File: config.mk
export PLATFORM = sky130hd
export DESIGN_NAME = column_serializer
export DESIGN_NICKNAME = d
export VERILOG_FILES = /design/src/rtl/cnn_pkg.sv /design/src/rtl/column_serializer.sv
export SDC_FILE = /design/constraint.sdc
export NUM_CORES = 1
export LEC_CHECK = 0
export ABC_AREA = 0
export BUFFER_PORTS_ARGS = -buffer_cell sky130_fd_sc_hd__buf_4
export CAP_MARGIN = 15
export CORE_UTILIZATION = 31
export DETAILED_ROUTE_END_ITERATION = 16
export PLACE_DENSITY = 0.61
export SYNTH_ARGS = -nofsm -noshare
export SYNTH_HDL_FRONTEND = slang
export SYNTH_SLANG_ARGS = --single-unit
File: constraint.sdc
create_clock -name clk -period 2.1 [get_ports clk]
set_input_delay 0.105 -clock clk [delete_from_list [all_inputs] [get_ports clk]]
set_output_delay 0.105 -clock clk [all_outputs]
set_load 0.005 [all_outputs]
File: src/rtl/cnn_pkg.sv
// rtl/cnn_pkg.sv - shared element width and signed element type for the CNN datapath
package cnn_pkg;

    localparam int CNN_DATA_WIDTH = 16;

    typedef logic signed [CNN_DATA_WIDTH-1:0] elem_t;

endpackage

File: src/rtl/column_serializer.sv
// rtl/column_serializer.sv - captures a parallel column and emits it one element per handshake
//
// Ports:
//   clk, rst_n            clock, asynchronous active-low reset
//   col_valid, col_ready  column handshake (col_ready is combinational)
//   col_data              COLUMN_SIZE elements of DATA_WIDTH, element 0 in the top bits
//   out_valid, out_ready  serial element handshake
//   out_data              current element (clamped at zero when COLUMN_SERIALIZER_RELU_EN is defined)
//   out_index, out_last   position of out_data in the column, high on element COLUMN_SIZE-1
//
// Optional build macro: COLUMN_SERIALIZER_RELU_EN
module column_serializer
    import cnn_pkg::*;
#(
    parameter int COLUMN_SIZE = 24,
    parameter int DATA_WIDTH  = CNN_DATA_WIDTH
) (
    input  logic                                 clk,
    input  logic                                 rst_n,
    input  logic                                 col_valid,
    output logic                                 col_ready,
    input  logic signed [COLUMN_SIZE*DATA_WIDTH-1:0] col_data,
    output logic                                 out_valid,
    input  logic                                 out_ready,
    output logic signed [DATA_WIDTH-1:0]         out_data,
    output logic [$clog2(COLUMN_SIZE)-1:0]       out_index,
    output logic                                 out_last
);

    localparam int IDX_W = $clog2(COLUMN_SIZE);
    localparam logic [IDX_W-1:0] LAST_IDX = IDX_W'(COLUMN_SIZE - 1);

    typedef enum logic {
        IDLE = 1'b0,
        SEND = 1'b1
    } state_t;

    state_t state;

    logic signed [DATA_WIDTH-1:0] buffer [COLUMN_SIZE];
    logic signed [DATA_WIDTH-1:0] cur_elem;

    logic out_fire;
    logic col_accept;

    assign out_fire   = out_valid && out_ready;
    // A new column may land on the same edge the last element leaves,
    // which keeps back-to-back columns free of bubbles.
    assign col_ready  = (state == IDLE) || (out_fire && out_last);
    assign col_accept = col_valid && col_ready;

    // Column buffer: col_data is only looked at on an accept edge.
    always_ff @(posedge clk or negedge rst_n) begin
        if (!rst_n) begin
            for (int k = 0; k < COLUMN_SIZE; k++) begin
                buffer[k] <= '0;
            end
        end else if (col_accept) begin
            for (int k = 0; k < COLUMN_SIZE; k++) begin
                buffer[k] <= col_data[(COLUMN_SIZE-1-k)*DATA_WIDTH +: DATA_WIDTH];
            end
        end
    end

    // Control FSM with registered valid/index/last.
    always_ff @(posedge clk or negedge rst_n) begin
        if (!rst_n) begin
            state     <= IDLE;
            out_valid <= 1'b0;
            out_index <= '0;
            out_last  <= 1'b0;
        end else begin
            case (state)
                IDLE: begin
                    if (col_accept) begin
                        state     <= SEND;
                        out_valid <= 1'b1;
                        out_index <= '0;
                        out_last  <= (LAST_IDX == '0);
                    end
                end
                SEND: begin
                    if (col_accept) begin
                        // Only reachable on the last handshake: restart on the new column.
                        out_valid <= 1'b1;
                        out_index <= '0;
                        out_last  <= (LAST_IDX == '0);
                    end else if (out_fire) begin
                        if (out_last) begin
                            state     <= IDLE;
                            out_valid <= 1'b0;
                            out_index <= '0;
                            out_last  <= 1'b0;
                        end else begin
                            out_index <= out_index + 1'b1;
                            out_last  <= ((out_index + 1'b1) == LAST_IDX);
                        end
                    end
                end
                default: begin
                    state     <= IDLE;
                    out_valid <= 1'b0;
                    out_index <= '0;
                    out_last  <= 1'b0;
                end
            endcase
        end
    end

    assign cur_elem = buffer[out_index];

`ifdef COLUMN_SERIALIZER_RELU_EN
    assign out_data = cur_elem[DATA_WIDTH-1] ? '0 : cur_elem;
`else
    assign out_data = cur_elem;
`endif

endmodule
After elaboration in Yosys (flattened, before gate mapping)
Index checks and enable logic that the tools add are counted.
Widths: inputs -> output; s select.
- equality and inequality tests: 4
- muxes and demuxes: 23
- shifts and indexed selects: 0
- reduce and logical (&&, ||, !) cells: 6
- bitwise gates (word level): 2
- divide/modulo/power cells: 0
- multiply operators: 0
- add/sub/neg operators: 1
- $lt $le $gt $ge: 1
- operator list (cell ; number):
    $bmux 16 s5 ; 1
    $mux 16 ; 2
    $mux 5 ; 4
    $mux 1 ; 12
    $pmux 5 s2 ; 1
    $ge 6x6->1 const B ; 1
    $not 5->6 ; 1
    $pmux 1 s2 ; 3
    $add 5x1->5 const B ; 1
    $eq 5x5->1 const B ; 1
    $logic_and 1x1->1 ; 3
    $ne 3x1->1 const B ; 1
    $ne 3x2->1 const B ; 1
    $reduce_and 3->1 ; 1
    $ne 2x2->1 const B ; 1
    $reduce_and 2->1 ; 1
    $logic_or 1x1->1 ; 1
    $not 1->1 ; 1
- output and inout bits: 24
- memories: 0
- logic and storage cells: 65
- RAM bits: 0
- latch bits: 0
- ROM bits: 0
- bits in registers: 392

Depth between registers and ports, before layout
- depth in word-level cells: 6
- mapped depth: 8

Worst setup path after synthesis
No wires, ideal clock.
- path kind: reg2out
- from: register out_index[1]
- to: output port out_data[10]
- slack: 466 ps
- buffers on the path: 2
- arrival: 1529 ps
- stages on the path, launching flop included: 6
- path through: dfrtp_1 -> buf_4 -> clkbuf_1 -> mux4_2 -> a22oi_1 -> o211ai_1
- longest elaborated chain between the ends: 4
- RTL lines (element ; line ; source):
    start, declared ; column_serializer.sv:26 ; output logic [$clog2(COLUMN_SIZE)-1:0] out_index,
    start signal, assigned ; column_serializer.sv:95 ; out_index <= out_index + 1'b1;
    $not 5->6 (implied by the code) ; column_serializer.sv:110 ; assign cur_elem = buffer[out_index];
    $bmux 16 s5 ; column_serializer.sv:110 ;
    $mux 16 (implied by the code) (2 in a row) ; column_serializer.sv:110 ;
    end, declared ; column_serializer.sv:25 ; output logic signed [DATA_WIDTH-1:0] out_data,
No other way between the ends. The select of a mux whose other input is x is not followed.

Worst setup path after layout
- from: register out_index[0]
- to: output port out_data[3]
Same word-level chain as after synthesis.

==> qor.tcl <==
set qor(globalRouteOverflowTotal) 0
set qor(syn_to_final_growth_pct) 59.06
set qor(route.antenna.remaining_nets) 0
set qor(max-clock-path-buffers) 3
set qor(worstPathRequired_ps) 2000
set qor(core_um2) 57810
set qor(crit_path_start_kind) {register}
set qor(slew_worst_pin_ps) 604.3
set qor(fin_cells) 2888
set qor(initial_core_util) 0.3144
set qor(grt_pass1_wl_um) 95080
set qor(synth-warning-count) 0
set qor(ir_drop_mv) 0.5951
set qor(final_layout_size_suffix_gt1_frac) 0.5099
set qor(finClkSkew_ps) 18.69
set qor(yosysTopAreaCell) {sky130_fd_sc_hd__dfrtp_1}
set qor(slew_headroom) 0.5929
set qor(design.final.nets) 2473
set qor(syn-cell-area_um2) 18170
set qor(min_period_ps) 2699
set qor(postSynthNetCount) 1603
set qor(io_pins) 412
set qor(drt_pre_antenna_iters) 5
set qor(die_width_um) 244.1
set qor(dp.final_hpwl_um) 44600
set qor(final_critical_path_setup_slack_ps) -599.2
set qor(power_leakage_nw) 12.88
set qor(routed_wirelength_um) 64290
set qor(initial_antenna_violation_count) 7
set qor(synth.area.top_cells) {sky130_fd_sc_hd__dfrtp_1, sky130_fd_sc_hd__mux2_2, sky130_fd_sc_hd__mux2i_1}
set qor(cts_inserted_buffers) 46
set qor(ys_seq_elements) 392
set qor(route.detailed.vias_per_inst) 4.777
set qor(final-hold-violation-count) 0
set qor(finalInstanceArea_um2) 28910
set qor(share_of_synthesized_flip_flops_with_an_asynchronous_set_or_reset) 1.000
set qor(worst_skew_pair.late_latency_ps) 570
set qor(critPathKind) {reg2out}
set qor(synth_enable_flop_cells) 0
set qor(root_buffer) {sky130_fd_sc_hd__clkbuf_16}
set qor(fp.dieArea_um2) 59590
set qor(largest_net_degree_at_the_start_of_global_routing) 63
set qor(power.density_cell_area_nw_per_um2) 968.1
set qor(run_status) {complete, but fails checks}
set qor(drt-wirelength-per-cell_um) 22.26
set qor(syn-mean-instance-area_um2) 14.98
set qor(worst_setup_path_end_kind) {primary output}
set qor(syn_inst) 1213
set qor(post_synth_most_frequent_cells) {sky130_fd_sc_hd__dfrtp_1, sky130_fd_sc_hd__mux2_2, sky130_fd_sc_hd__mux2i_1}
set qor(port-buffer-count) 411
set qor(dr_total_vias) 13800
set qor(final_estimated_routing_congestion_in_global_placement) 0.8475
set qor(ff2ff_setup_slack_ps) 190
set qor(grt.total_usage) 0.2132
set qor(timing.rr.start) {out_index[0]}
set qor(drv_slew) 0
set qor(cts.reportedPaths.clkPinSlew_ps) 60
set qor(placed_area_um2) 22540
set qor(drc) 0
set qor(violations) {setup timing}
set qor(synthMostInstantiatedCell) {sky130_fd_sc_hd__dfrtp_1}
set qor(chip_height_um) 244.1
set qor(clock.fmax_mhz) 370.5
set qor(reg2reg_to) {out_index[1]}
set qor(place.detailed.instances) 2388
set qor(grt_setup_unrepaired) {yes}
set qor(synth_top_flop_cell) {sky130_fd_sc_hd__dfrtp_1}
set qor(post-route-period-util) 1.285
set qor(yosysSeqAreaShare) 0.5398
set qor(timing.hold.worst.class) {in2async}
set qor(setup_viol_count_final) 16
set qor(synth.lib_cells_used.distinct) 35
set qor(htreeDepth) 2
set qor(drv.max_cap_violation_count) 0
set qor(clock-sinks) 392
set qor(num_rows) 88
set qor(reg2reg_depth) 6
set qor(cp_data_arrival_time_ps) 2590
set qor(tritoncts_clock_tree) {yes}
set qor(synth_largest_type_area_fraction) 0.5398
set qor(crit_path_max_fanout) 12
set qor(initial_drc_count) 478
set qor(first_global_vias) 15390
-- layout by cell type (no fill, tap or decap), types with 3 or more instances in the layout --
cell type / synthesis / final
sky130_fd_sc_hd__clkbuf_8: 0 / 8
sky130_fd_sc_hd__clkbuf_1: 14 / 5
sky130_fd_sc_hd__mux2_1: 10 / 10
sky130_fd_sc_hd__o21ai_0: 5 / 5
sky130_fd_sc_hd__a22oi_1: 48 / 29
sky130_fd_sc_hd__nand3_1: 38 / 14
sky130_fd_sc_hd__bufinv_16: 0 / 5
sky130_fd_sc_hd__a221oi_2: 0 / 9
sky130_fd_sc_hd__mux4_2: 32 / 32
sky130_fd_sc_hd__nand2b_1: 15 / 12
sky130_fd_sc_hd__nor2_1: 10 / 9
sky130_fd_sc_hd__a21oi_1: 10 / 10
sky130_fd_sc_hd__o211ai_1: 16 / 16
sky130_fd_sc_hd__diode_2: 0 / 7
sky130_fd_sc_hd__nand2b_4: 0 / 3
sky130_fd_sc_hd__mux2_4: 20 / 20
sky130_fd_sc_hd__mux2i_1: 128 / 118
sky130_fd_sc_hd__buf_8: 2 / 6
sky130_fd_sc_hd__a22oi_2: 0 / 19
sky130_fd_sc_hd__buf_4: 12 / 454
sky130_fd_sc_hd__buf_16: 0 / 4
sky130_fd_sc_hd__dfrtp_1: 392 / 389
sky130_fd_sc_hd__nand3_2: 0 / 19
sky130_fd_sc_hd__mux2_2: 354 / 354
sky130_fd_sc_hd__buf_6: 44 / 21
sky130_fd_sc_hd__clkbuf_16: 0 / 52
sky130_fd_sc_hd__mux2i_4: 0 / 4
sky130_fd_sc_hd__clkinvlp_4: 0 / 3
sky130_fd_sc_hd__nand3_4: 0 / 5
sky130_fd_sc_hd__dlygate4sd3_1: 0 / 388
sky130_fd_sc_hd__clkinv_2: 0 / 11
sky130_fd_sc_hd__buf_12: 2 / 34
sky130_fd_sc_hd__nand2_1: 16 / 16
sky130_fd_sc_hd__mux2i_2: 0 / 6
-- critical path: stages, from the launching register on --
cell and delay (ps):
sky130_fd_sc_hd__dfrtp_4 450, sky130_fd_sc_hd__buf_8 130, sky130_fd_sc_hd__buf_12 160, sky130_fd_sc_hd__buf_16 170, sky130_fd_sc_hd__mux4_2 520, sky130_fd_sc_hd__a22oi_2 160, sky130_fd_sc_hd__o211ai_1 200, sky130_fd_sc_hd__buf_4 200
-- flip-flops by register name, summed over array words and instances (netlist names) --
| name | count |
|---|---|
| out_last | 1 |
| buffer | 384 |
| out_valid | 1 |
| out_index | 5 |
| state | 1 |
-- power breakdown --
group | total [W] | internal, W | switching (W)
clock network | 0.00839 | 0.00512 | 0.00327
logic | 0.0105 | 0.00551 | 0.00504
registers | 0.00905 | 0.00847 | 0.000587
total | 0.0280 | 0.0191 | 0.00890
-- through the flow --
step           worst slack, ps  power [W]  hold WS [ps]  setup TNS, ps    util
2_1_floorplan            466.3    0.01331        -190.6              0       -
3_3_place_gp            -102.8    0.01758         102.7         -516.4  0.3899
3_5_place_dp            -133.5    0.01767         103.0         -559.7  0.3899
4_1_cts                 -655.1    0.02779         88.97          -9733  0.4939
5_1_grt                 -689.2    0.02923         110.4          -9555  0.5000
6_report                -599.2    0.02798         85.07          -8340  0.5000
-- metal layers --
| metal | share of wire | up-vias | wire (µm) | GRT usage |
|---|---|---|---|---|
| li1 | - | 6251 | - | - |
| met1 | 0.42 | 7009 | 27060 | 0.2717 |
| met2 | 0.49 | 422 | 31680 | 0.3580 |
| met3 | 0.054 | 111 | 3440 | 0.04324 |
| met4 | 0.032 | 2 | 2083 | 0.07537 |
| met5 | 0.00020 | - | 13 | 0 |
-- cell families (layout without fill, tap and decap cells) --
group / after synthesis / in the layout / synth area share
mux: 544 / 544 / 0.3522
flops: 392 / 392 / 0.5398
compound gates: 96 / 96 / 0.03842
buf+inv: 89 / 992 / 0.04283
simple gates: 87 / 87 / 0.02389
xor+xnor: 3 / 3 / 0.001446
fa+ha+maj: 2 / 2 / 0.001377
other cells: 0 / 7 / 0
-- worst max path at each step --
stage / startpoint / endpoint
after floorplan: out_index[1] / out_data[10]
after global placement: out_index[0] / out_data[4]
after detailed placement: out_index[0] / out_data[4]
after CTS: out_index[0] / out_data[4]
after global routing: out_index[0] / out_data[3]
final: out_index[0] / out_data[3]
-- layout make-up --
class,count,area [µm²]
Clock buffer,62,1355
Fill cell,4830,28900
Tap cell,765,957.2
Sequential cell,392,9816
Clock inverter,19,227.7
Antenna cell,7,17.52
Multi-Input combinational cell,732,8044
Inverter,1,3.754
Timing Repair Buffer,910,8484
-- timing repair --
item	in CTS	in global routing
cloned	5	3
hold endpoints to repair	715	0
resized for setup	68	49
buffers inserted	12	13
setup endpoints to repair	16	16
hold buffers	388	0
pin swaps	26	48
Note: power is estimated with default switching activity, not from simulation.
